## src/rtl/win5x5_line_ctrl.sv

```systemverilog
// win5x5_line_ctrl: sequencer for a 5x5 line-buffer window generator.
// Tracks the pixel position in the frame, drives four line-buffer FIFO
// write/read enables, appends two flush lines after the last real pixel,
// and emits a centre-row-aligned valid together with the centre coordinates.
// Ports:
//   clk, rst_n  clock, asynchronous active-low reset
//   din_vld     real pixel strobe from the source
//   pix_stb     window shift enable (din_vld, or the internal flush strobe)
//   wr_en/rd_en FIFO enables, bit k = line buffer with row delay k+1
//   flush_act   window mux selects FIFO data instead of din
//   top_lvl     real rows above the newest row, saturated at 4
//   bot_lvl     flush line in progress (0, 1, 2)
//   ctr_vld     centre row of the window is a real image row
//   ctr_row     centre row index, ctr_col column of the newest window column
//   frame_done  one-cycle pulse after the last flush strobe
//   busy        frame in progress, err_ovf sticky din_vld-during-flush flag
module win5x5_line_ctrl #(
    parameter int H_DISP = 640,
    parameter int V_DISP = 480
) (
    input  logic        clk,
    input  logic        rst_n,
    input  logic        din_vld,
    output logic        pix_stb,
    output logic [3:0]  wr_en,
    output logic [3:0]  rd_en,
    output logic        flush_act,
    output logic [2:0]  top_lvl,
    output logic [1:0]  bot_lvl,
    output logic        ctr_vld,
    output logic [11:0] ctr_row,
    output logic [11:0] ctr_col,
    output logic        frame_done,
    output logic        busy,
    output logic        err_ovf
);
    typedef enum logic [1:0] {IDLE, RUN, FLUSH} state_t;
    state_t state, state_nxt;
    logic [11:0] col, row_ext;
    logic last_col, last_real, last_flush;
    assign last_col   = col == 12'(H_DISP - 1);
    assign last_real  = last_col && row_ext == 12'(V_DISP - 1);
    assign last_flush = last_col && row_ext == 12'(V_DISP + 1);
    always_ff @(posedge clk or negedge rst_n) begin
        if (!rst_n) state <= IDLE;
        else        state <= state_nxt;
    end
    always_comb begin
        state_nxt = state;
        case (state)
            IDLE:    state_nxt = din_vld ? RUN : IDLE;
            RUN:     state_nxt = (din_vld && last_real) ? FLUSH : RUN;
            FLUSH:   state_nxt = last_flush ? IDLE : FLUSH;
            default: state_nxt = IDLE;
        endcase
    end
    // Row r is written into buffer k while it is still needed k+1 rows
    // later, and read back once the buffer holds a row (r >= k+1).
    always_comb begin
        flush_act = state == FLUSH;
        pix_stb   = flush_act ? 1'b1 : din_vld;
        for (int k = 0; k < 4; k++) begin
            wr_en[k] = pix_stb && row_ext <= 12'(V_DISP - k);
            rd_en[k] = pix_stb && row_ext >= 12'(k + 1);
        end
    end
    always_ff @(posedge clk or negedge rst_n) begin
        if (!rst_n) begin
            col     <= '0;
            row_ext <= '0;
        end else if (pix_stb) begin
            col     <= last_col ? 12'd0 : col + 12'd1;
            row_ext <= !last_col ? row_ext : last_flush ? 12'd0 : row_ext + 12'd1;
        end
    end
    always_ff @(posedge clk or negedge rst_n) begin
        if (!rst_n) begin
            top_lvl    <= '0;
            bot_lvl    <= '0;
            ctr_vld    <= 1'b0;
            ctr_row    <= '0;
            ctr_col    <= '0;
            frame_done <= 1'b0;
            busy       <= 1'b0;
            err_ovf    <= 1'b0;
        end else begin
            ctr_vld    <= pix_stb && row_ext >= 12'd2;
            frame_done <= flush_act && last_flush;
            busy       <= state_nxt != IDLE;
            if (state == IDLE && din_vld)
                err_ovf <= 1'b0;
            else if (flush_act && din_vld)
                err_ovf <= 1'b1;
            if (pix_stb) begin
                top_lvl <= row_ext >= 12'd4 ? 3'd4 : row_ext[2:0];
                // flush rows are exactly row_ext V_DISP and V_DISP+1
                bot_lvl <= !flush_act ? 2'd0 : row_ext == 12'(V_DISP) ? 2'd1 : 2'd2;
                ctr_row <= row_ext - 12'd2;
                ctr_col <= col;
            end
        end
    end
endmodule

```

## config.mk

```make
export PLATFORM = sky130hd
export DESIGN_NAME = win5x5_line_ctrl
export DESIGN_NICKNAME = d
export VERILOG_FILES = /design/src/rtl/win5x5_line_ctrl.sv
export SDC_FILE = /design/constraint.sdc
export NUM_CORES = 1
export LEC_CHECK = 0
export BUFFER_PORTS_ARGS = -buffer_cell sky130_fd_sc_hd__buf_2
export CAP_MARGIN = 40
export CORE_MARGIN = 2
export CORE_UTILIZATION = 56
export DETAILED_ROUTE_END_ITERATION = 12
export GPL_TIMING_DRIVEN = 0
export PLACE_DENSITY = 0.79
export SKIP_LAST_GASP = 1
export SLEW_MARGIN = 15
export SYNTH_ARGS = -nofsm -noshare
export SYNTH_HDL_FRONTEND = slang
export SYNTH_SLANG_ARGS = --single-unit
```

## constraint.sdc

```tcl
create_clock -name clk -period 3 [get_ports clk]
set_input_delay 0.6 -clock clk [delete_from_list [all_inputs] [get_ports clk]]
set_output_delay 0.6 -clock clk [all_outputs]
set_load 0.05 [all_outputs]
```

# Word level (Yosys, flattened, before mapping)
# Cells that the tools add are included.
dict set report word_totals {
  in_bits 3
  elab_cells 58
  regBits 59
  out_inout_bits 43
}
dict set report classes {
  n_addsub 3
  reduce_logical 18
  n_lt_le_gt_ge 8
  n_mux 12
  eq_ne 6
}
# cell n
set op_table {}
lappend op_table {{$le A12 B9 Y1 const B} 4}
lappend op_table {{$eq A12 B9 Y1 const B} 3}
lappend op_table {{$add A12 B1 Y12 const B} 2}
lappend op_table {{$ge A12 B2 Y1 const B} 2}
lappend op_table {{$mux W12} 2}
lappend op_table {{$logic_and A1 B1 Y1} 14}
lappend op_table {{$eq A12 B10 Y1 const B} 1}
lappend op_table {{$ge A12 B1 Y1 const B} 1}
lappend op_table {{$ge A12 B3 Y1 const B} 1}
lappend op_table {{$sub A12 B2 Y12 const B} 1}
lappend op_table {{$mux W2} 4}
lappend op_table {{$pmux W2 S3} 1}
lappend op_table {{$mux W1} 4}
lappend op_table {{$reduce_bool A2 Y1} 2}
lappend op_table {{$mux W3} 1}
lappend op_table {{$eq A2 B1 Y1 const B} 1}
lappend op_table {{$eq A2 B2 Y1 const B} 1}
lappend op_table {{$logic_not A2 Y1} 1}
lappend op_table {{$reduce_and A2 Y1} 1}

# Longest topological paths before layout
# Gate-level depths: netlist (run 1).
dict set report logic_depth {
  ltp_word 6
  depth_mapped 9
  ltp_nobuf 6
}

# Worst setup path after synthesis (run 1)
# OpenSTA, ideal clock, no wires.
dict set report synth_timing {
  path_kind {flip-flop to output port}
  start {reg state[0]}
  end {out rd_en[0]}
  path_buffers 3
  path_slack_ps -43
  stages_incl_launch_ff 8
  t_arrival_ps 2443
  t_required_ps 2400
  path_cell_list {dfrtp_1 -> nand2b_1 -> clkbuf_1 -> inv_1 -> nor2_1 -> buf_2 -> clkbuf_1 -> a31oi_1}
}
dict set report synth_between {
  elab_chain_len 3
}
# item line_no
set synth_lines {}
lappend synth_lines {{from (decl)} 38} ;# state_t state, state_nxt;
lappend synth_lines {{from (signal assigned)} 46} ;# else state <= state_nxt;
lappend synth_lines {{$eq A2 B2 Y1} 60} ;# flush_act = state == FLUSH;
lappend synth_lines {{via flush_act} 27} ;# output logic flush_act,
lappend synth_lines {{$mux W1} 61} ;# pix_stb = flush_act ? 1'b1 : din_vld;
lappend synth_lines {{$logic_and A1 B1 Y1} 64} ;# rd_en[k] = pix_stb && row_ext >= 12'(k + 1);
lappend synth_lines {{to (decl)} 26} ;# output logic [3:0] rd_en,
# The timed path passes the listed nets, and every way through them passes these cells.

# Worst setup path after layout (run 1)
dict set report layout_timing {
  start {reg row_ext[6]}
  end {out wr_en[0]}
}
dict set report layout_between {
  elab_chain_len 2
}
# item line_no
set layout_lines {}
lappend layout_lines {{from (decl)} 39} ;# logic [11:0] col, row_ext;
lappend layout_lines {{from (signal assigned)} 73} ;# row_ext <= !last_col ? row_ext : last_flush ? 12'd0 : row_ext + 12'd1;
lappend layout_lines {{$le A12 B9 Y1} 63} ;# wr_en[k] = pix_stb && row_ext <= 12'(V_DISP - k);
lappend layout_lines {{$logic_and A1 B1 Y1} 63}
lappend layout_lines {{to (decl)} 25} ;# output logic [3:0] wr_en,
# No other way between the ends.

==> results.cfg, run 1 <==
[status]
status = complete, no violations

[logic_synthesis]
synth_top_area_share_pct = 52.2
synth_nets = 319
yosysWarnings = 0
synthTopCellsByCount = nand2_1 (74), dfrtp_1 (59), nor2_1 (30)
synth_seq_area_share_pct = 52.2
synthesis.area_um2 = 2830
synthTopCellsByArea = dfrtp_1 (52%), nand2_1 (9.8%), xnor2_1 (6.2%)
synth_edf_count = 0
synth-async-reset-ratio_pct = 100
avgSynthCellArea_um2 = 9.19
ys_ff_latch = 59
yosysMostFrequentCell = nand2_1
ys.flop_type = dfrtp_1
syn_inst = 308
ys_types = 36
synth_top_area_cell = dfrtp_1

[clock_network]
cts-root-buf = clkbuf_8
cts_tree = yes
clkLatencyLatePin_ps = 340
h-tree-depth = 3
cts.path.max_buffers = 2
path_clk_slew_ps = 70
post-cts-setup-buffers = 0
cts_buffers = 9
clock_sinks = 59

[global_route]
first_global_vias = 2177
grt_max_degree = 60
grt_usage_pct = 25.4
grt_remaining_overflow = 0
grt_pass1_wl_um = 10500
grt_antenna_before_repair = 0

[power_and_ir_drop]
ir_drop_v = 0.000452
leakage_nw = 1.66
power_mw = 2.17
pwr_density_cell_nw_per_um2 = 636

[sta]
timing.fmax_mhz = 350
tightestPinTransition_ps = 708
rsz0062_at_grt = false
hold_violations = 0
setup_violations = 0
fin_crit_ps = 2860
period_share_pct = 95.3
slew_viol_final = 0
finClkSkew_ps = 6.90
max-slew-margin-rel_pct = 52.8
setup_ws_ps = 140

[critical_path]
cp-startpoint = row_ext[6]$_DFFE_PN0P_
cp_common_cell = clkbuf_1
required_ps = 2400
path_class = reg2out
slowest_delay_ps = 360
reg2reg_from = col[11]$_DFFE_PN0N_
crit_slowest_cell = clkbuf_1
end_kind = output pin
arrival_ps = 2260
crit_chain = clkbuf_1 -> and4_1 -> clkbuf_1 -> nand4_1 -> a21oi_1 -> buf_2
worstRegToRegCells = 5
crit_fanout = 9
cp-start-kind = flop

[layout]
seqCellArea_um2 = 1480
nets = 374
areaGrowthSynthToFinish_pct = 20.8
nFillCells = 361
drive_gt1_share_pct = 20.4
antenna_cells = 0
final_core_util_pct = 71.4
multi_input_area_um2 = 1270
stdcell_count = 435

[drt]
routed_wl_um = 6420
drt-pass1-iter-count = 4
via_per_inst = 5.47
drc = 0
drt_iter0_drc = 229
ant_nets = 0
avgRoutedWirePerCell_um = 14.8
route.vias.total = 2380

[worst_hold_path]
min_path_type = in2async

[die]
start_util_pct = 59.1
die_h_um = 75.1
top_level_ports = 46
die_x_um = 75.1
dieArea_um2 = 5640
rows = 25
core_um2 = 4790

[placed_design]
dp_slack_ps = 41.8
gp_congestion = 0.867
hpwl_um = 4410
io_buffer_count = 45
dpl.cell_count = 420

[job]
maxCapViolCount = 0
[cell type report]
cell class                      count  share of cell area, %
Clock inverter                      5                   2.93
Clock buffer                       11                   4.14
Inverter                            8                  0.878
Tap cell                           67                   2.45
Timing Repair Buffer               45                   6.73
Multi-Input combinational cell    223                   37.3
Sequential cell                    59                   43.2
Buffer                             17                   2.42
[what timing repair did]
item | CTS | global route
hold buffers | 0 | 0
setup endpoints to repair | 6 | 9
gates cloned | 0 | 0
resized for setup | 6 | 3
[state kept, by name, summed over array words and instances, names as in the netlist, 2 cells and up]
name and cells:
ctr_row 12, state 2, top_lvl 3, bot_lvl 2
col 12, ctr_col 12, row_ext 12
[metrics by stage]
stage / area, um2 / hold slack (ps) / setup TNS (ps)
after CTS: 3410 / 343 / 0
after global routing: 3420 / 378 / 0
final: 3420 / 312 / 0
after global placement: 3150 / 446 / 0
after detailed placement: 3150 / 450 / 0
after floorplan: 2840 / 304 / -43.1
[cells in the final DEF, fill, tap and decap left out, types with 3 or more instances in the layout]
cell,instances
nor3_1,7
buf_2,46
nor4_1,3
nand3_1,13
xnor2_1,20
clkbuf_1,12
clkbuf_8,10
nor2_1,30
a21oi_1,9
and3_1,4
ha_1,8
nand2_1,74
bufinv_16,3
or3_1,3
xor2_1,7
nand4_1,7
dfrtp_1,59
o21ai_0,15
inv_1,7
[worst paths after layout]
check                                          end  slack (ps)
min in group clk            ctr_col[6]$_DFFE_PN0N_         460
max in group asynchronous  ctr_col[10]$_DFFE_PN0N_        2220
min                         ctr_col[9]$_DFFE_PN0N_         310
max                                       wr_en[0]         140
min reg2reg                 ctr_col[6]$_DFFE_PN0N_         460
max reg2reg                 row_ext[4]$_DFFE_PN0P_         650
[layer usage]
metal	wire length, um	GRT usage [%]	share of wire, %	vias to the layer above
met2	2980	37.9	46	112
li1	-	-	-	1131
met3	598	7.50	9.3	14
met1	2730	34.9	43	1123
met4	110	10.3	1.7	0
met5	0	0	0	-
[cells by family (layout without fill, tap and decap cells)]
logic type / after synthesis / count (layout) / share of synthesized area, %
AOI/OAI and AO/OA: 35 / 35 / 7.03
and+or+nand+nor: 153 / 153 / 25.1
buffers and inverters: 26 / 86 / 3.85
DFF: 59 / 59 / 52.2
adders and majority gates: 8 / 8 / 3.54
xor gates and xnor gates: 27 / 27 / 8.36
[critical path: cells and delay by family (launching register included)]
family / cells / cell delay, ps
buffers and inverters: 3 / 920
AND/OR/NAND/NOR: 2 / 450
flip-flops: 1 / 320
AO/OA/AOI/OAI: 1 / 230
[power by group]
group,switching (mW),internal (mW)
logic,0.263,0.0893
registers,0.0753,0.869
clock network,0.306,0.572
total,0.645,1.53
Power figures use the tool's default switching activity.
==> run 2, diff against run 1 <==
--- a/config.mk
+++ b/config.mk
@@ -6,9 +6,9 @@
 export NUM_CORES = 1
 export LEC_CHECK = 0
-export BUFFER_PORTS_ARGS = -buffer_cell sky130_fd_sc_hd__buf_2
-export CAP_MARGIN = 40
+export CAP_MARGIN = 20
 export CORE_MARGIN = 2
-export CORE_UTILIZATION = 56
+export CORE_UTILIZATION = 63
 export DETAILED_ROUTE_END_ITERATION = 12
+export DONT_BUFFER_PORTS = 1
 export GPL_TIMING_DRIVEN = 0
 export PLACE_DENSITY = 0.79
==> constraint.sdc (replaced) <==
create_clock -name clk -period 3 [get_ports clk]
set_input_delay 0 -clock clk [delete_from_list [all_inputs] [get_ports clk]]
set_output_delay 0 -clock clk [all_outputs]
set_load 0.05 [all_outputs]
==> run 2 against run 1 <==
Against the previous run: the run now ends with negative setup slack left; die area fell by 11%; maximum frequency is 6.7% lower; wire length decreased by 3.4%; non-clock buffer count is 40 lower.
==> results.cfg, run 2 (synthesis results as in run 1) <==
[drt]
routed_wl_um = 6200
drc = 0
route.vias.total = 2193
avgRoutedWirePerCell_um = 16.3
via_per_inst = 5.77
ant_nets = 0
drt_iter0_drc = 154
drt-pass1-iter-count = 4

[sta]
fin_crit_ps = 3070
setup_violations = 4
hold_slack_ps = 12.5
fin_tns_setup_ps = -210
tightestPinTransition_ps = 1040
hold_violations = 0
finClkSkew_ps = 6.56
max-slew-margin-rel_pct = 30.6
rsz0062_at_grt = true
setup_ws_ps = -65.7
slew_viol_final = 0
period_share_pct = 102
timing.fmax_mhz = 326

[layout]
areaGrowthSynthToFinish_pct = 12.7
antenna_cells = 0
nFillCells = 341
most-common-layout-cells = nand2_1 (74), dfrtp_1 (59), nor2_1 (29)
fin_area_um2 = 3190
nets = 334
drive_gt1_share_pct = 9.15
layout_commonest_cell = nand2_1

[critical_path]
crit_slowest_cell = nor2_1
worstRegToRegCells = 8
path_class = reg2out
slowest_delay_ps = 760
crit_chain = nand2b_1 -> clkbuf_1 -> inv_1 -> nor2_1 -> buf_2 -> inv_2 -> nand2_1 -> nor2_1
r2r_end = ctr_row[2]$_DFFE_PN0N_
cp-start-kind = flop
rrSetupSlack_ps = -20
cp.depth = 8
arrival_ps = 3070
end_kind = output pin
crit_fanout = 10
critPathTopFamily = simple AND/OR/NAND/NOR gates
cp_common_cell = nor2_1
reg2reg_from = state[0]$_DFF_PN0_
path_buf_inv = 4
required_ps = 3000

[global_route]
grt_remaining_overflow = 0
grt_pass1_wl_um = 10700
grt_max_degree = 60
grt_antenna_before_repair = 0
first_global_vias = 2253
grt_usage_pct = 27.3

[worst_hold_path]
min_to = col[6]$_DFFE_PN0N_
whs_path_depth = 3
hold_start = din_vld
min_path_type = in2reg

[die]
top_level_ports = 46
die_x_um = 71.0
die_h_um = 71.0
rows = 24
start_util_pct = 65.0
core_um2 = 4350
dieArea_um2 = 5040

[placed_design]
placed_cell_area_um2 = 2900
io_buffer_count = 0
hpwl_um = 4170
gp_congestion = 0.856

[clock_network]
clock_sinks = 59
clkLatencyLatePin_ps = 340
cts-root-buf = clkbuf_8
path_clk_slew_ps = 70
cts.path.max_buffers = 2
post-cts-setup-buffers = 0
cts_buffers = 9
cts_tree = yes
h-tree-depth = 3

[job]
maxCapViolCount = 0

[power_and_ir_drop]
ir_drop_v = 0.000345
leakage_nw = 1.45
pwr_density_cell_nw_per_um2 = 651

[status]
status = complete, but fails checks
failed_checks = negative setup slack
run 2: changes by cell type in the layout (fill, tap and decap cells not counted), moves of 2 or more:
cell           previous run  this run
dlygate4sd3_1             0         2
buf_2                    46         3
a21oi_1                   9         7
buf_1                     0         2
clkinvlp_4                0         2
a21oi_2                   1         3
clkbuf_4                  2         0
nor3_1                    7         9
run 2: report_power, final:
part           total (mW)  internal (mW)  leakage [nW]  switching, mW
Clock               0.819          0.490         0.108          0.329
Sequential           1.08          0.866         0.761          0.210
Combinational       0.181         0.0641         0.579          0.117
Total                2.08           1.42          1.45          0.656
run 2: how the worst max path moves through the flow:
stage	from	end	slack, ps
6_report	state[0]$_DFF_PN0_	wr_en[3]	-70
5_1_grt	state[0]$_DFF_PN0_	wr_en[2]	-190
4_1_cts	state[0]$_DFF_PN0_	wr_en[2]	-60
3_5_place_dp	state[0]$_DFF_PN0_	ctr_vld$_DFF_PN0_	-50
3_3_place_gp	state[0]$_DFF_PN0_	ctr_vld$_DFF_PN0_	-6
2_1_floorplan	state[0]$_DFF_PN0_	ctr_vld$_DFF_PN0_	360
run 2: what timing repair did:
item | CTS | global route
hold buffers | 3 | 0
gates resized for setup | 4 | 1
endpoints found under the setup margin | 9 | 18
hold endpoints to repair | 64 | 0
cloned | 0 | 0
run 2: through the flow:
| stage | setup slack [ps] | instances | total power [mW] | utilization (%) |
|---|---|---|---|---|
| finish | -65.7 | 380 | 2.08 | 73.3 |
| floorplan | 361 | 308 | 1.20 | - |
| CTS | -57.4 | 380 | 2.08 | 73.3 |
| detailed placement | -52.3 | 361 | 1.25 | 66.7 |
| global placement | -6.31 | 360 | 1.24 | 66.5 |
| global route | -189 | 380 | 2.15 | 73.3 |
run 2: layer usage:
layer	wire, um	vias up	global-route usage (%)	part of all wire, %
li1	-	1052	-	-
met1	2920	1081	38.4	47
met2	2850	53	41.1	46
met3	343	7	7.41	5.5
met4	85	0	9.64	1.4
met5	0	-	0	0
run 2: cell type report:
class,count,area [um2],share of cell area (%)
flip-flops and latches,59,1480,46.3
multi-input cells,223,1260,39.5
clock buffers,10,138,4.31
clock inverters,6,88.8,2.78
plain buffers,18,78.8,2.47
well taps,52,65.1,2.04
repair buffers,4,55.1,1.73
inverters,8,30.0,0.941
run 2: worst reg2reg max path, delay by kind of cell, from the launching register on:
kind / cells / cell delay, ps
AND/OR/NAND/NOR: 2 / 340
AO/OA/AOI/OAI: 1 / 200
buffers and inverters: 5 / 1900
flip-flops: 1 / 420
